## config.mk

```make
export PLATFORM = sky130hd
export DESIGN_NAME = ppi_bus_ctrl_flat
export DESIGN_NICKNAME = d
export VERILOG_FILES = /design/src/rtl/ppi_bus_ctrl_if.sv /design/src/rtl/ppi_bus_ctrl.sv /design/src/flat_wrapper.sv
export SDC_FILE = /design/constraint.sdc
export NUM_CORES = 1
export LEC_CHECK = 0
export CORE_UTILIZATION = 39
export DETAILED_ROUTE_END_ITERATION = 12
export GPL_TIMING_DRIVEN = 1
export PLACE_DENSITY = 0.76
export SLEW_MARGIN = 30
export SYNTH_ARGS = -nofsm -noshare
export SYNTH_HDL_FRONTEND = slang
export SYNTH_SLANG_ARGS = --single-unit
```

## constraint.sdc

```tcl
create_clock -name CLK -period 1.7 [get_ports CLK]
set_input_delay 0.34 -clock CLK [delete_from_list [all_inputs] [get_ports CLK]]
set_output_delay 0.34 -clock CLK [all_outputs]
set_load 0.02 [all_outputs]
```

## src/rtl/ppi_bus_ctrl_if.sv

```systemverilog
// ppi_bus_ctrl_if: host-bus pins and port-side strobes of the PPI bus controller
interface ppi_bus_ctrl_if #(
  parameter int NUM_PORTS = 3,
  parameter int DATA_W = 8,
  parameter int ADDR_W = 2
);
  logic CS;
  logic RD;
  logic WR;
  logic [ADDR_W-1:0] A;
  logic [DATA_W-1:0] D_IN;
  logic [NUM_PORTS*DATA_W-1:0] PORT_RDATA;
  logic [DATA_W-1:0] D_OUT;
  logic D_OE;
  logic [NUM_PORTS-1:0] PORT_SEL;
  logic PORT_RD;
  logic PORT_WR;
  logic [DATA_W-1:0] WR_DATA;
  logic [DATA_W-1:0] CTRL_WORD;
  logic MODE_SET;
  logic BSR_STB;
  logic [2:0] BSR_BIT;
  logic BSR_VAL;
  logic BUS_ERR;
  modport master (
    output CS, RD, WR, A, D_IN, PORT_RDATA,
    input D_OUT, D_OE, PORT_SEL, PORT_RD, PORT_WR, WR_DATA, CTRL_WORD,
    input MODE_SET, BSR_STB, BSR_BIT, BSR_VAL, BUS_ERR
  );
  modport slave (
    input CS, RD, WR, A, D_IN, PORT_RDATA,
    output D_OUT, D_OE, PORT_SEL, PORT_RD, PORT_WR, WR_DATA, CTRL_WORD,
    output MODE_SET, BSR_STB, BSR_BIT, BSR_VAL, BUS_ERR
  );
endinterface

```

## src/rtl/ppi_bus_ctrl.sv

```systemverilog
// ppi_bus_ctrl: PPI host-bus controller (strobe sync, address decode, txn FSM, control word); PPI_BSR_EN enables port-C bit set/reset
module ppi_bus_ctrl #(
  parameter int NUM_PORTS = 3,
  parameter int DATA_W = 8,
  parameter int ADDR_W = 2,
  parameter logic [7:0] CTRL_RST = 8'h9B
) (
  input logic CLK,
  input logic RESET_N,
  ppi_bus_ctrl_if.slave bus
);
`ifdef PPI_BSR_EN
  localparam logic BSR_EN = 1'b1;
`else
  localparam logic BSR_EN = 1'b0;
`endif
  localparam logic [ADDR_W-1:0] CTRL_A = ADDR_W'(NUM_PORTS);
  typedef enum logic [1:0] {IDLE, READ, WRITE, COMMIT} state_t;
  state_t state_q, state_d;
  logic [1:0] cs_q, cs_d, rd_q, rd_d, wr_q, wr_d;
  logic arm_q, arm_d;
  logic [ADDR_W-1:0] a_q, a_d;
  logic [DATA_W-1:0] wd_q, wd_d, d_out_q, d_out_d, ctrl_q, ctrl_d;
  logic d_oe_q, d_oe_d, port_rd_q, port_rd_d, port_wr_q, port_wr_d;
  logic mode_set_q, mode_set_d, bsr_stb_q, bsr_stb_d, bsr_val_q, bsr_val_d, err_q, err_d;
  logic [2:0] bsr_bit_q, bsr_bit_d;
  logic [NUM_PORTS-1:0] sel_q, sel_d;
  logic cs_s, rd_s, wr_s, commit, is_port, is_ctrl;
  // two-flop synchronisers for the asynchronous active-low strobes
  always_comb begin
    cs_d = {cs_q[0], bus.CS};
    rd_d = {rd_q[0], bus.RD};
    wr_d = {wr_q[0], bus.WR};
    cs_s = cs_q[1];
    rd_s = rd_q[1];
    wr_s = wr_q[1];
  end
  // transaction FSM; arm requires both strobes to be seen high before a new transaction can start
  always_comb begin
    state_d = state_q;
    a_d = a_q;
    wd_d = wd_q;
    d_out_d = d_out_q;
    arm_d = arm_q | (rd_s & wr_s);
    case (state_q)
      IDLE: if (!cs_s && arm_q && (rd_s ^ wr_s)) begin
        state_d = rd_s ? WRITE : READ;
        a_d = rd_s ? a_q : bus.A;
        arm_d = 1'b0;
      end
      READ: begin
        d_out_d = a_q == CTRL_A ? ctrl_q :
                  a_q < CTRL_A ? DATA_W'(bus.PORT_RDATA >> (DATA_W * a_q)) : '0;
        if (rd_s || cs_s) state_d = IDLE;
      end
      WRITE: if (cs_s) state_d = IDLE;
      else if (wr_s) begin
        state_d = COMMIT;
        a_d = bus.A;
        wd_d = bus.D_IN;
      end
      default: state_d = IDLE;
    endcase
  end
  // registered outputs, computed from the next state so each appears in the cycle it describes
  always_comb begin
    commit = state_q == WRITE && state_d == COMMIT;
    is_port = a_d < CTRL_A;
    is_ctrl = a_d == CTRL_A;
    port_rd_d = state_q == IDLE && state_d == READ;
    d_oe_d = state_d == READ;
    port_wr_d = commit && is_port;
    mode_set_d = commit && is_ctrl && wd_d[7];
    bsr_stb_d = BSR_EN && commit && is_ctrl && !wd_d[7];
    bsr_bit_d = bsr_stb_d ? wd_d[3:1] : bsr_bit_q;
    bsr_val_d = bsr_stb_d ? wd_d[0] : bsr_val_q;
    sel_d = (d_oe_d || port_wr_d) && is_port ? NUM_PORTS'(1) << a_d : '0;
    ctrl_d = mode_set_d ? wd_d : ctrl_q;
    err_d = mode_set_d ? 1'b0 : err_q | (state_q == IDLE && !cs_s && !rd_s && !wr_s) |
            (d_oe_d && a_d > CTRL_A) |
            (commit && (a_d > CTRL_A || (is_ctrl && !wd_d[7] && !BSR_EN)));
  end
  // state and output registers
  always_ff @(posedge CLK or negedge RESET_N) begin
    if (!RESET_N) begin
      state_q <= IDLE;
      cs_q <= '1;
      rd_q <= '1;
      wr_q <= '1;
      arm_q <= 1'b1;
      a_q <= '0;
      wd_q <= '0;
      d_out_q <= '0;
      ctrl_q <= DATA_W'(CTRL_RST);
      d_oe_q <= 1'b0;
      port_rd_q <= 1'b0;
      port_wr_q <= 1'b0;
      mode_set_q <= 1'b0;
      bsr_stb_q <= 1'b0;
      bsr_bit_q <= '0;
      bsr_val_q <= 1'b0;
      err_q <= 1'b0;
      sel_q <= '0;
    end else begin
      state_q <= state_d;
      cs_q <= cs_d;
      rd_q <= rd_d;
      wr_q <= wr_d;
      arm_q <= arm_d;
      a_q <= a_d;
      wd_q <= wd_d;
      d_out_q <= d_out_d;
      ctrl_q <= ctrl_d;
      d_oe_q <= d_oe_d;
      port_rd_q <= port_rd_d;
      port_wr_q <= port_wr_d;
      mode_set_q <= mode_set_d;
      bsr_stb_q <= bsr_stb_d;
      bsr_bit_q <= bsr_bit_d;
      bsr_val_q <= bsr_val_d;
      err_q <= err_d;
      sel_q <= sel_d;
    end
  end
  assign bus.D_OUT = d_out_q;
  assign bus.D_OE = d_oe_q;
  assign bus.PORT_SEL = sel_q;
  assign bus.PORT_RD = port_rd_q;
  assign bus.PORT_WR = port_wr_q;
  assign bus.WR_DATA = wd_q;
  assign bus.CTRL_WORD = ctrl_q;
  assign bus.MODE_SET = mode_set_q;
  assign bus.BSR_STB = bsr_stb_q;
  assign bus.BSR_BIT = bsr_bit_q;
  assign bus.BSR_VAL = bsr_val_q;
  assign bus.BUS_ERR = err_q;
endmodule

```

## src/flat_wrapper.sv

```systemverilog
// flat-port wrapper written by rule: the top's interface ports become plain ports
module ppi_bus_ctrl_flat 
#(
  parameter int NUM_PORTS = 3,
  parameter int DATA_W = 8,
  parameter int ADDR_W = 2,
  parameter logic [7:0] CTRL_RST = 8'h9B
)
  (CLK, RESET_N, bus_CS, bus_RD, bus_WR, bus_A, bus_D_IN, bus_PORT_RDATA, bus_D_OUT, bus_D_OE, bus_PORT_SEL, bus_PORT_RD, bus_PORT_WR, bus_WR_DATA, bus_CTRL_WORD, bus_MODE_SET, bus_BSR_STB, bus_BSR_BIT, bus_BSR_VAL, bus_BUS_ERR);
  ppi_bus_ctrl_if #(.NUM_PORTS(NUM_PORTS), .DATA_W(DATA_W), .ADDR_W(ADDR_W)) bus_i ();
  input logic CLK;
  input logic RESET_N;
  input wire logic [$bits(bus_i.CS)-1:0] bus_CS;
  input wire logic [$bits(bus_i.RD)-1:0] bus_RD;
  input wire logic [$bits(bus_i.WR)-1:0] bus_WR;
  input wire logic [$bits(bus_i.A)-1:0] bus_A;
  input wire logic [$bits(bus_i.D_IN)-1:0] bus_D_IN;
  input wire logic [$bits(bus_i.PORT_RDATA)-1:0] bus_PORT_RDATA;
  output wire logic [$bits(bus_i.D_OUT)-1:0] bus_D_OUT;
  output wire logic [$bits(bus_i.D_OE)-1:0] bus_D_OE;
  output wire logic [$bits(bus_i.PORT_SEL)-1:0] bus_PORT_SEL;
  output wire logic [$bits(bus_i.PORT_RD)-1:0] bus_PORT_RD;
  output wire logic [$bits(bus_i.PORT_WR)-1:0] bus_PORT_WR;
  output wire logic [$bits(bus_i.WR_DATA)-1:0] bus_WR_DATA;
  output wire logic [$bits(bus_i.CTRL_WORD)-1:0] bus_CTRL_WORD;
  output wire logic [$bits(bus_i.MODE_SET)-1:0] bus_MODE_SET;
  output wire logic [$bits(bus_i.BSR_STB)-1:0] bus_BSR_STB;
  output wire logic [$bits(bus_i.BSR_BIT)-1:0] bus_BSR_BIT;
  output wire logic [$bits(bus_i.BSR_VAL)-1:0] bus_BSR_VAL;
  output wire logic [$bits(bus_i.BUS_ERR)-1:0] bus_BUS_ERR;
  assign bus_i.CS = bus_CS;
  assign bus_i.RD = bus_RD;
  assign bus_i.WR = bus_WR;
  assign bus_i.A = bus_A;
  assign bus_i.D_IN = bus_D_IN;
  assign bus_i.PORT_RDATA = bus_PORT_RDATA;
  assign bus_D_OUT = bus_i.D_OUT;
  assign bus_D_OE = bus_i.D_OE;
  assign bus_PORT_SEL = bus_i.PORT_SEL;
  assign bus_PORT_RD = bus_i.PORT_RD;
  assign bus_PORT_WR = bus_i.PORT_WR;
  assign bus_WR_DATA = bus_i.WR_DATA;
  assign bus_CTRL_WORD = bus_i.CTRL_WORD;
  assign bus_MODE_SET = bus_i.MODE_SET;
  assign bus_BSR_STB = bus_i.BSR_STB;
  assign bus_BSR_BIT = bus_i.BSR_BIT;
  assign bus_BSR_VAL = bus_i.BSR_VAL;
  assign bus_BUS_ERR = bus_i.BUS_ERR;
  ppi_bus_ctrl #(.NUM_PORTS(NUM_PORTS), .DATA_W(DATA_W), .ADDR_W(ADDR_W), .CTRL_RST(CTRL_RST)) u_core (.CLK(CLK), .RESET_N(RESET_N), .bus(bus_i));
endmodule
```

==> results.md <==
- Result of the run: finished clean
- Maximum number of pins on one net before global-route repair: 22
- WS Path Type: reg2reg
- Count of unique library cells instantiated by Yosys: 35
- Sequence of cells on the critical path: and4bb_4 -> mux2_2 -> mux2_2
- Initial antenna violation count: 0
- Endpoints failing hold: 0
- Final count of pins violating max slew: 0
- Growth of design area from synthesis to finish: 52.8%
- Max H-tree Level: 2
- Endpoint required time on the critical path: 1.94 ns
- Die outline width: 71.9 um
- Top area cells in the synthesized netlist: sky130_fd_sc_hd__dfrtp_1 (41%), sky130_fd_sc_hd__dfstp_2 (17%), sky130_fd_sc_hd__mux4_2 (9.4%), sky130_fd_sc_hd__mux2_2 (7.1%), sky130_fd_sc_hd__nand2_1 (5.1%)
- I/O Buffers: 70
- Buffers from clock root to sink, at most: 2
- Clock-pin slew reported for the worst setup and hold paths after clock tree synthesis: 0.08 ns
- Wire length per cell: between 15 and 20 um
- Clock sink count: 43
- Maximum VDD drop: 0.685 mV
- Most common library cell in the layout ignoring fill and taps: sky130_fd_sc_hd__clkdlybuf4s50_1
- Internal cell power: 0.00256 W
- Final-layout setup total negative slack: 0 ns
- Critical Path Source Type: flip-flop
- Source-to-sink clock delay at the later pin of the worst-skew pair: 0.30 ns
- Max Fclk: around 600 MHz
- Placeable core area: 0.00472 mm2
- Clock tree from TritonCTS: built
- Synth area leader: sky130_fd_sc_hd__dfrtp_1
- DRC errors left: 0
- Antenna-violating nets left: 0
- Share of synthesized area occupied by flip-flops and latches: 57.2%
- Worst Tran Pin Value: 0.605 ns
- Period utilization: 97.2%
- Cell Area, Placed: 0.00274 mm2
- Power density over the cells: approximately 1300 mW/mm2
- Leakage dissipation: 1.32 nW
- Most frequent cells in the layout: sky130_fd_sc_hd__clkdlybuf4s50_1 (63), sky130_fd_sc_hd__dfrtp_1 (31), sky130_fd_sc_hd__nand2_1 (26)
- Count of inserted antenna diode cells: 0
- Detailed Routing Iterations Pass 1: 6
- Combinational share of power: 37.7%
- Max-cap check violation count: 0
- Rel. slew slack: 59.6%
- Switching share of power: 32.3%
- Netlist area before placement: around 0.0019 mm2
- Number of ports placed on the die boundary: 76
- Total gr overflow: 0
- Shortest period the worst path allows: 1.65 ns
- Die extent in y: around 70 um
- Critical-path maximum fanout: 6
- FP Rows: 25
- Total power after layout: 0.00377 W
- Largest stage delay on the critical path: 0.60 ns
- Via count of the first global-routing pass: 1359
- Category of the worst setup path capture point: flip-flop
- Slowest stage cell, crit path: sky130_fd_sc_hd__dfstp_2
- Clock root buffer master: sky130_fd_sc_hd__clkbuf_8
- Arrival time at the worst endpoint: around 1.9 ns
- Die Area: between 0.005 and 0.006 mm2
- Post-placement cell count: 283
- Final design utilization: 61.7%
- Post-layout instance count excluding filler cells: 294
- Detail-routed via count per cell: 4.82
- Estimated wirelength of the detail-placed design: approximately 3.2 mm
- Portion of total power attributed to the clock network: 21.1%
- Total GRT Usage: 17.1%
- Total CTS buffers: 5
- Yosys warns: 0
- Final setup skew: just under 0.008 ns
- Number of instances in the synthesized netlist: 139
- Net switching power: 0.00122 W
- CP most frequent cell: sky130_fd_sc_hd__mux2_2
- Final Routed Wirelength: ~4.5 mm
- RD Place Congestion: between 0.8 and 0.9
- Initial standard-cell utilization of the core: 40.4%
- Filler instances: just under 400
- Worst min path class: reg2reg
- Number of setup violations in the final report: 0
- Global-route wire length before repair: 6.58 mm
- Total vias in the final route: 1417
- Share of power burned in registers: roughly two fifths
- RSZ-0062 raised after global routing: false
- Number of register bits inferred by synthesis: 43
- Layout cells sized above 1: 29.5%
- Initial DRC count: 61
- Total non-filler cell area in the finished layout: 0.00291 mm2
- Area share of the largest cell type after synthesis: around two fifths
- Mapped Avg Cell Area: 13.7 um2
- Nets@finish: 266
==> what timing repair did <==
action	in CTS	in global routing
buffers inserted	0	1
hold buffers	1	0
cloned	0	1
pin swaps	0	3
setup endpoints to repair	6	6
hold endpoints to repair	13	0
gates resized for setup	5	6
==> power by group through the flow <==
stage	Combinational [W]	Clock, W	Sequential (W)
after floorplan	0.000609	0	0.00171
after global placement	0.00138	0	0.00156
after detailed placement	0.00140	0	0.00156
after CTS	0.00140	0.000814	0.00155
after global routing	0.00151	0.000856	0.00160
final	0.00142	0.000797	0.00155
==> flip-flops by register name, summed over array words and instances, names as in the netlist <==
name,cells
u_core.bus.PORT_SEL,3
u_core.bus.CTRL_WORD,8
u_core.bus.PORT_RD,1
u_core.bus.D_OUT,8
u_core.rd_q,2
u_core.bus.MODE_SET,1
u_core.wr_q,2
u_core.bus.WR_DATA,8
u_core.a_q,2
u_core.bus.D_OE,1
u_core.bus.PORT_WR,1
u_core.state_q,2
u_core.bus.BUS_ERR,1
u_core.arm_q,1
u_core.cs_q,2
==> cell type report <==
cell class / instances / area (um2) / area share, %
clock buffer: 5 / 68.8 / 2.36
clock inverter: 3 / 43.8 / 1.50
tap: 67 / 83.8 / 2.88
timing repair buffer: 85 / 807 / 27.7
inverter: 3 / 11.3 / 0.387
multi-input combinational: 88 / 807 / 27.7
sequential: 43 / 1090 / 37.5
==> layer usage <==
metal | global-route usage [%] | wire length (um) | share of wire (%)
met4 | 5.88 | 37 | 0.82
met1 | 22.5 | 1990 | 44
met3 | 4.17 | 196 | 4.3
met2 | 27.8 | 2300 | 51
met5 | 0 | 0 | 0
==> cell usage after synthesis (all sizes together) <==
library cell  count
and4bb            2
mux4              8
o211ai            1
a31oi             2
nand2b            2
clkbuf            3
a21oi             2
nand2            26
nand4             1
nor4              2
conb              1
nor3              2
a21boi            1
o21ai             1
dfstp            12
dfrtp            31
a22oi             1
and3              2
and2              1
mux2             17
o2bb2ai           2
buf               7
ha                1
nor2              2
and2b             1
o31a              1
nand3             1
or2b              1
inv               3
nor4b             2
==> logic make-up (layout without fill, tap and decap cells) <==
kind of cell / after synthesis / after routing / synth area share (%)
AND/OR/NAND/NOR: 45 / 46 / 12.9
adder cells (fa/ha/maj): 1 / 1 / 0.656
AO/OA/AOI/OAI: 11 / 11 / 4.33
buffers and inverters: 13 / 96 / 4.20
multiplexers: 25 / 25 / 20.5
other: 1 / 5 / 0.197
flip-flops: 43 / 43 / 57.2
==> path summary, 6_finish.rpt <==
| check | from | end | slack, ns | cells after the start |
|---|---|---|---|---|
| max | u_core.wr_q[1] | u_core.bus.CTRL_WORD[1] | 0.05 | 3 |
| min | u_core.cs_q[0] | u_core.cs_q[1] | 0.36 | 0 |
| max reg2reg | u_core.wr_q[1] | u_core.bus.CTRL_WORD[1] | 0.05 | 3 |
| min reg2reg | u_core.cs_q[0] | u_core.cs_q[1] | 0.36 | 0 |
| max in group asynchronous | RESET_N | u_core.wr_q[1] | 0.56 | 3 |
| min in group asynchronous | RESET_N | u_core.bus.WR_DATA[1] | 0.53 | 2 |
==> metrics by stage <==
step / hold slack [ns] / setup WS, ns
after floorplan: 0.0444 / 0.00698
after global placement: 0.305 / 0.0330
after detailed placement: 0.312 / 0.00635
after CTS: 0.360 / -0.00375
after global routing: 0.366 / 0.000944
final: 0.358 / 0.0471
==> worst max-delay path: cells and delay by family (launching register included) <==
family	cells	cell delay (ns)
multiplexers	2	0.63
flip-flops	1	0.60
AND/OR/NAND/NOR	1	0.36
Power figures use the tool's default switching activity.
